### config.mk
export PLATFORM = sky130hd
export DESIGN_NAME = flit_route_decoder
export DESIGN_NICKNAME = d
export VERILOG_FILES = /design/src/rtl/flit_route_decoder.sv
export SDC_FILE = /design/constraint.sdc
export NUM_CORES = 1
export LEC_CHECK = 0
export BUFFER_PORTS_ARGS = -buffer_cell sky130_fd_sc_hd__buf_2
export CAP_MARGIN = 25
export CORE_AREA = 2 2 211 213
export CTS_CLUSTER_DIAMETER = 200
export CTS_CLUSTER_SIZE = 20
export DETAILED_ROUTE_END_ITERATION = 6
export DIE_AREA = 0 0 213 215
export GPL_TIMING_DRIVEN = 0
export SLEW_MARGIN = 30
export SYNTH_ARGS = -nofsm -noshare
export SYNTH_HDL_FRONTEND = slang
export SYNTH_SLANG_ARGS = --single-unit
### constraint.sdc
create_clock -name clk -period 1.4 [get_ports clk]
set_input_delay 0.21 -clock clk [delete_from_list [all_inputs] [get_ports clk]]
set_output_delay 0.21 -clock clk [all_outputs]
set_load 0.02 [all_outputs]
### src/rtl/flit_route_decoder.sv
// flit_route_decoder: NoC head-flit decoder and XY route-compute stage.
// Head/single flits latch the source and destination addresses and compute
// the output port. Body/tail flits reuse that route. Flits pass through one
// registered valid/ready stage. Orphan and truncation framing errors pulse for
// one cycle.
// Optional feature: define FLIT_DEC_STATS_EN to add the saturating pkt_count
// output, which counts completed packets.

module flit_route_decoder #(
    parameter int unsigned          FLIT_W   = 256,
    parameter int unsigned          ADDR_W   = 8,
    parameter int unsigned          TYPE_MSB = 255,
    parameter int unsigned          SRC_MSB  = 247,
    parameter int unsigned          DEST_MSB = 239,
    parameter logic [ADDR_W/2-1:0]  MY_X     = '0,
    parameter logic [ADDR_W/2-1:0]  MY_Y     = '0
) (
    input  logic              clk,
    input  logic              reset,
    input  logic [FLIT_W-1:0] in_flit,
    input  logic              in_valid,
    output logic              in_ready,
    output logic [FLIT_W-1:0] out_flit,
    output logic              out_valid,
    input  logic              out_ready,
    output logic [ADDR_W-1:0] src_addr,
    output logic [ADDR_W-1:0] dest_addr,
    output logic [2:0]        out_port,
    output logic              out_head,
    output logic              out_tail,
    output logic              err_orphan,
`ifdef FLIT_DEC_STATS_EN
    output logic              err_trunc,
    output logic [15:0]       pkt_count
`else
    output logic              err_trunc
`endif
);

    localparam int unsigned HALF_W = ADDR_W / 2;

    localparam logic [2:0] PORT_LOCAL = 3'd0;
    localparam logic [2:0] PORT_EAST  = 3'd1;
    localparam logic [2:0] PORT_WEST  = 3'd2;
    localparam logic [2:0] PORT_NORTH = 3'd3;
    localparam logic [2:0] PORT_SOUTH = 3'd4;

    typedef enum logic [0:0] {
        StIdle,
        StPkt
    } state_e;

    state_e              r_state;
    logic [FLIT_W-1:0]   r_out_flit;
    logic                r_out_valid;
    logic [ADDR_W-1:0]   r_src_addr;
    logic [ADDR_W-1:0]   r_dest_addr;
    logic [2:0]          r_out_port;
    logic                r_out_head;
    logic                r_out_tail;
    logic                r_err_orphan;
    logic                r_err_trunc;

    logic [1:0]          w_type;
    logic                w_is_head;
    logic                w_is_tail;
    logic                w_accept;
    logic [ADDR_W-1:0]   w_src;
    logic [ADDR_W-1:0]   w_dest;
    logic [HALF_W-1:0]   w_dest_x;
    logic [HALF_W-1:0]   w_dest_y;
    logic [2:0]          w_route;

    // Field extraction and handshake. Type bit 0 marks a head, bit 1 a tail.
    always_comb begin
        w_type    = in_flit[TYPE_MSB -: 2];
        w_is_head = w_type[0];
        w_is_tail = w_type[1];
        w_src     = in_flit[SRC_MSB -: ADDR_W];
        w_dest    = in_flit[DEST_MSB -: ADDR_W];
        w_dest_x  = w_dest[HALF_W-1:0];
        w_dest_y  = w_dest[ADDR_W-1:HALF_W];
        in_ready  = !r_out_valid || out_ready;
        w_accept  = in_valid && in_ready;
    end

    // XY dimension-order routing: resolve X first, then Y.
    always_comb begin
        w_route = PORT_LOCAL;
        if (w_dest_x > MY_X) begin
            w_route = PORT_EAST;
        end else if (w_dest_x < MY_X) begin
            w_route = PORT_WEST;
        end else if (w_dest_y > MY_Y) begin
            w_route = PORT_NORTH;
        end else if (w_dest_y < MY_Y) begin
            w_route = PORT_SOUTH;
        end
    end

    // Packet FSM, output stage register and error pulses.
    always_ff @(posedge clk) begin
        if (reset) begin
            r_state      <= StIdle;
            r_out_flit   <= '0;
            r_out_valid  <= 1'b0;
            r_src_addr   <= '0;
            r_dest_addr  <= '0;
            r_out_port   <= PORT_LOCAL;
            r_out_head   <= 1'b0;
            r_out_tail   <= 1'b0;
            r_err_orphan <= 1'b0;
            r_err_trunc  <= 1'b0;
        end else begin
            r_err_orphan <= 1'b0;
            r_err_trunc  <= 1'b0;

            if (r_out_valid && out_ready) begin
                r_out_valid <= 1'b0;
            end

            if (w_accept) begin
                if (w_is_head) begin
                    // Head or single: start a new route; a head inside an
                    // open packet truncates it.
                    r_out_flit  <= in_flit;
                    r_out_valid <= 1'b1;
                    r_out_head  <= 1'b1;
                    r_out_tail  <= w_is_tail;
                    r_src_addr  <= w_src;
                    r_dest_addr <= w_dest;
                    r_out_port  <= w_route;
                    if (r_state == StPkt) begin
                        r_err_trunc <= 1'b1;
                    end
                    r_state <= w_is_tail ? StIdle : StPkt;
                end else if (r_state == StPkt) begin
                    // Body or tail: forward on the held route.
                    r_out_flit  <= in_flit;
                    r_out_valid <= 1'b1;
                    r_out_head  <= 1'b0;
                    r_out_tail  <= w_is_tail;
                    if (w_is_tail) begin
                        r_state <= StIdle;
                    end
                end else begin
                    // Body or tail with no open packet: drop it.
                    r_err_orphan <= 1'b1;
                end
            end
        end
    end

`ifdef FLIT_DEC_STATS_EN
    logic [15:0] r_pkt_count;
    logic        w_pkt_done;

    // A packet completes on a tail inside a packet or on any single flit.
    always_comb begin
        w_pkt_done = w_accept && w_is_tail && (w_is_head || (r_state == StPkt));
    end

    // Saturating completed-packet counter.
    always_ff @(posedge clk) begin
        if (reset) begin
            r_pkt_count <= '0;
        end else if (w_pkt_done && (r_pkt_count != 16'hFFFF)) begin
            r_pkt_count <= r_pkt_count + 16'd1;
        end
    end

    assign pkt_count = r_pkt_count;
`endif

    assign out_flit   = r_out_flit;
    assign out_valid  = r_out_valid;
    assign src_addr   = r_src_addr;
    assign dest_addr  = r_dest_addr;
    assign out_port   = r_out_port;
    assign out_head   = r_out_head;
    assign out_tail   = r_out_tail;
    assign err_orphan = r_err_orphan;
    assign err_trunc  = r_err_trunc;

endmodule

==> metrics.md <==
| Metric | Value |
|---|---|
| Status | `complete, but fails checks` |
| Failing checks | `negative setup slack` |
| Pre-CTS WS | `-0.6902 ns` |
| CTS clk-pin slew, worst paths | `~0.09 ns` |
| Cell Area, Placed | `15,730 µm²` |
| Slowest cell on the critical path | `dfxtp_4` |
| Hold Path Sink | `out_flit[224]` |
| Post-layout nets | `roughly 2,300` |
| Final Max Tran Viols | `0` |
| Worst hold start | `in_flit[224]` |
| CP Max Fanout | `10` |
| Grt total ovfl | `0` |
| IO Port Bufs | `around 540` |
| DR vias | `about 11,000` |
| Post-Syn Area | `around 12,000 µm²` |
| Die W | `213 µm` |
| Worst setup SP type | `flop` |
| Num rows | `77` |
| Worst R2R Path Depth | `7` |
| VDD IR max | `approximately 0.6 mV` |
| Vias in the first global route | `12,000` |
| Hold Slack | `between 0.03 and 0.04 ns` |
| Crit Path Category | `flop to flop` |
| Layout area overhead | `59.62%` |
| Slew headroom | `a little over half` |
| Reg2reg setup slack | `-0.20 ns` |
| Sequential fraction of the synthesis area | `between 40% and 50%` |
| Layout cells sized above 1 | `between 30 and 40%` |
| R2r endpoint | `out_flit[133]` |
| Wire per inst | `~16 µm` |
| Most common cell after layout, fill and taps aside | `buf_2` |
| Final core utilization | `44.59%` |
| Post-route ant nets | `0` |
| Critical Path AT | `2.03 ns` |
| Core Region | `between 40,000 and 50,000 µm²` |
| DP Wirelength | `between 30 and 40 mm` |
| CP max stage delay | `between 0.3 and 0.4 ns` |
| Cell Chain, Critical Path | `nor2b_4 -> inv_2 -> o211a_1 -> clkbuf_16 -> buf_16 -> buf_8 -> mux2i_1` |
| Least-Margin Pin Slew | `0.6991 ns` |
| Setup WS post-layout | `-0.1975 ns` |
| Detailed router's first-iteration violation count | `roughly 460` |
| Critical path required time | `roughly 1.8 ns` |
| Final cell area excluding filler cells | `roughly 19,000 µm²` |
| Lkg Pwr | `just under 9 nW` |
| Clock Sinks | `between 200 and 300` |
| Worst path top cell family by delay | `buffers and inverters` |
| CTS H-tree depth | `1` |
| Final worst path period share | `114.1%` |
| Cells after Synth | `1,212` |
| Detailed-route DRC error count | `0` |
| Worst R2R Start | `out_valid` |
| Die height | `around 220 µm` |
| Routed WL | `43.17 mm` |
| Syn_nets | `roughly 1,500` |
| CTS tree | `built` |
| Synth warn | `0` |
| Die area | `45,800 µm²` |
| First-pass GRT wire length | `about 66 mm` |
| Setup-failing EPs final | `between 200 and 300` |
| FF+latch count, synth | `278` |
| Highest Clock Rate | `around 0.63 GHz` |
| Tot GR Track Use | `17.96%` |
| Min Tclk post-route | `around 1.6 ns` |
| WP buf/inv | `4` |
| Worst-Skew Late Latency | `about 0.51 ns` |
| RSZ-0062 raised after global routing | `true` |
| Commonest cells after routing, fill and taps aside | `542 x buf_2, 510 x nand2b_1, 275 x dfxtp_1` |
| Max cap viols | `0` |
| Starting Density | `between 20% and 30%` |
| Total power | `17.84 mW` |
| # IOs | `~540` |
| Hold path depth | `3` |
| Final hold vios | `0` |
| Initial antenna violation count | `4` |
| Post-synth cell types | `27` |
| CTS Buf Count | `17` |
| Largest net degree at the start of global routing | `22` |
| Power Density | `around 900 nW/µm²` |
| Setup clock skew after layout | `between 0.01 and 0.015 ns` |
| Non-Filler Instances | `2,641` |
| Vias per cell | `about 4.3` |
| Fillers | `4,147` |
| Clk buf depth | `3` |
| DR pass1 iterations | `5` |
| CP endpoint kind | `flop` |
| Cells after DPL | `between 2,000 and 2,500` |
| Hold/Removal Path Class | `input port to flop` |
| Clock Tree Root | `clkbuf_16` |
| Syn Area/Cell | `slightly above 10 µm²` |
| Final estimated routing congestion in global placement | `roughly 0.82` |
| Sum Neg Setup Slack | `-30.93 ns` |
[worst max-delay path by stage]
| stage | start | end | slack, ns | cells after the start |
|---|---|---|---|---|
| 4_1_cts | out_valid | out_flit[179] | -0.20 | 7 |
| 3_5_place_dp | reset | out_flit[65] | -0.69 | 5 |
| 3_3_place_gp | reset | out_flit[84] | -1.06 | 5 |
| 5_1_grt | out_valid | out_flit[160] | -0.27 | 7 |
| 2_1_floorplan | out_valid | out_flit[68] | -0.02 | 7 |
| 6_report | out_valid | out_flit[133] | -0.20 | 7 |
[sequential cells by signal, indices dropped and copies added, names as in the netlist]
register,flops
r_state,1
dest_addr,8
src_addr,8
err_orphan,1
out_flit,256
out_valid,1
err_trunc,1
out_port,2
[cells in the mapped netlist]
cell type,instances,area (µm²)
nand2b_1,510,3191
dfxtp_1,278,5565
mux2i_1,255,2552
clkbuf_1,59,221.5
buf_4,28,210.2
a21oi_1,19,95.09
o21ai_0,17,85.08
nand3_1,16,80.08
buf_2,9,45.04
nand2_1,2,7.510
nor4_1,2,12.51
or4_4,2,22.52
a311oi_1,1,8.760
and2_1,1,6.260
buf_1,1,3.750
clkbuf_4,1,7.510
conb_1,1,3.750
inv_2,1,3.750
nand2_2,1,6.260
nor2b_2,1,8.760
nor3_1,1,5.000
nor3b_1,1,7.510
o211a_1,1,10.01
o21ba_1,1,10.01
o22ai_1,1,6.260
or2b_1,1,7.510
or4b_1,1,10.01
[worst reg2reg max path, delay by kind of cell, from the launching register on]
| kind | cells | cell delay [ns] |
|---|---|---|
| and+or+nand+nor | 1 | 0.13 |
| AOI/OAI and AO/OA | 1 | 0.19 |
| muxes | 1 | 0.23 |
| buffers and inverters | 4 | 0.63 |
| DFF | 1 | 0.35 |
[layout make-up]
class,count,area (µm²),area share (%)
Multi-Input combinational cell,835,6170,31.70
Timing Repair Buffer,818,5756,29.57
Sequential cell,278,5574,28.64
Buffer,94,765.7,3.934
Tap cell,592,740.7,3.806
Clock buffer,19,442.9,2.276
Antenna cell,4,10.01,0.05143
Inverter,1,3.754,0.01929
[what timing repair did]
item,in CTS,in global routing
hold buffers,253,0
resized for setup,57,32
setup buffers,9,9
pin swaps,0,0
endpoints found under the hold margin,267,0
endpoints found under the setup margin,256,268
gates cloned,9,3
[power breakdown]
part / switching, mW / internal [mW] / total (mW)
Sequential: 0.257 / 8.38 / 8.64
Clock: 2.72 / 2.25 / 4.97
Combinational: 2.07 / 2.16 / 4.23
Total: 5.05 / 12.8 / 17.8
[metal layers]
metal,track usage [%],up-vias,routed length (µm)
li1,-,5572,-
met1,20.29,5319,17410
met2,32.17,385,21030
met3,4.121,97,2887
met4,7.459,0,1844
met5,0,-,0
[logic make-up (layout without fill, tap and decap cells)]
| family | after synthesis | count (layout) | synth area share, % |
|---|---|---|---|
| AND/OR/NAND/NOR | 539 | 539 | 27.59 |
| flip-flops | 278 | 278 | 45.64 |
| multiplexers | 255 | 255 | 20.93 |
| buffers and inverters | 99 | 932 | 4.033 |
| AO/OA/AOI/OAI | 40 | 40 | 1.765 |
| other | 1 | 5 | 0.03076 |
Power figures use the tool's default switching activity.
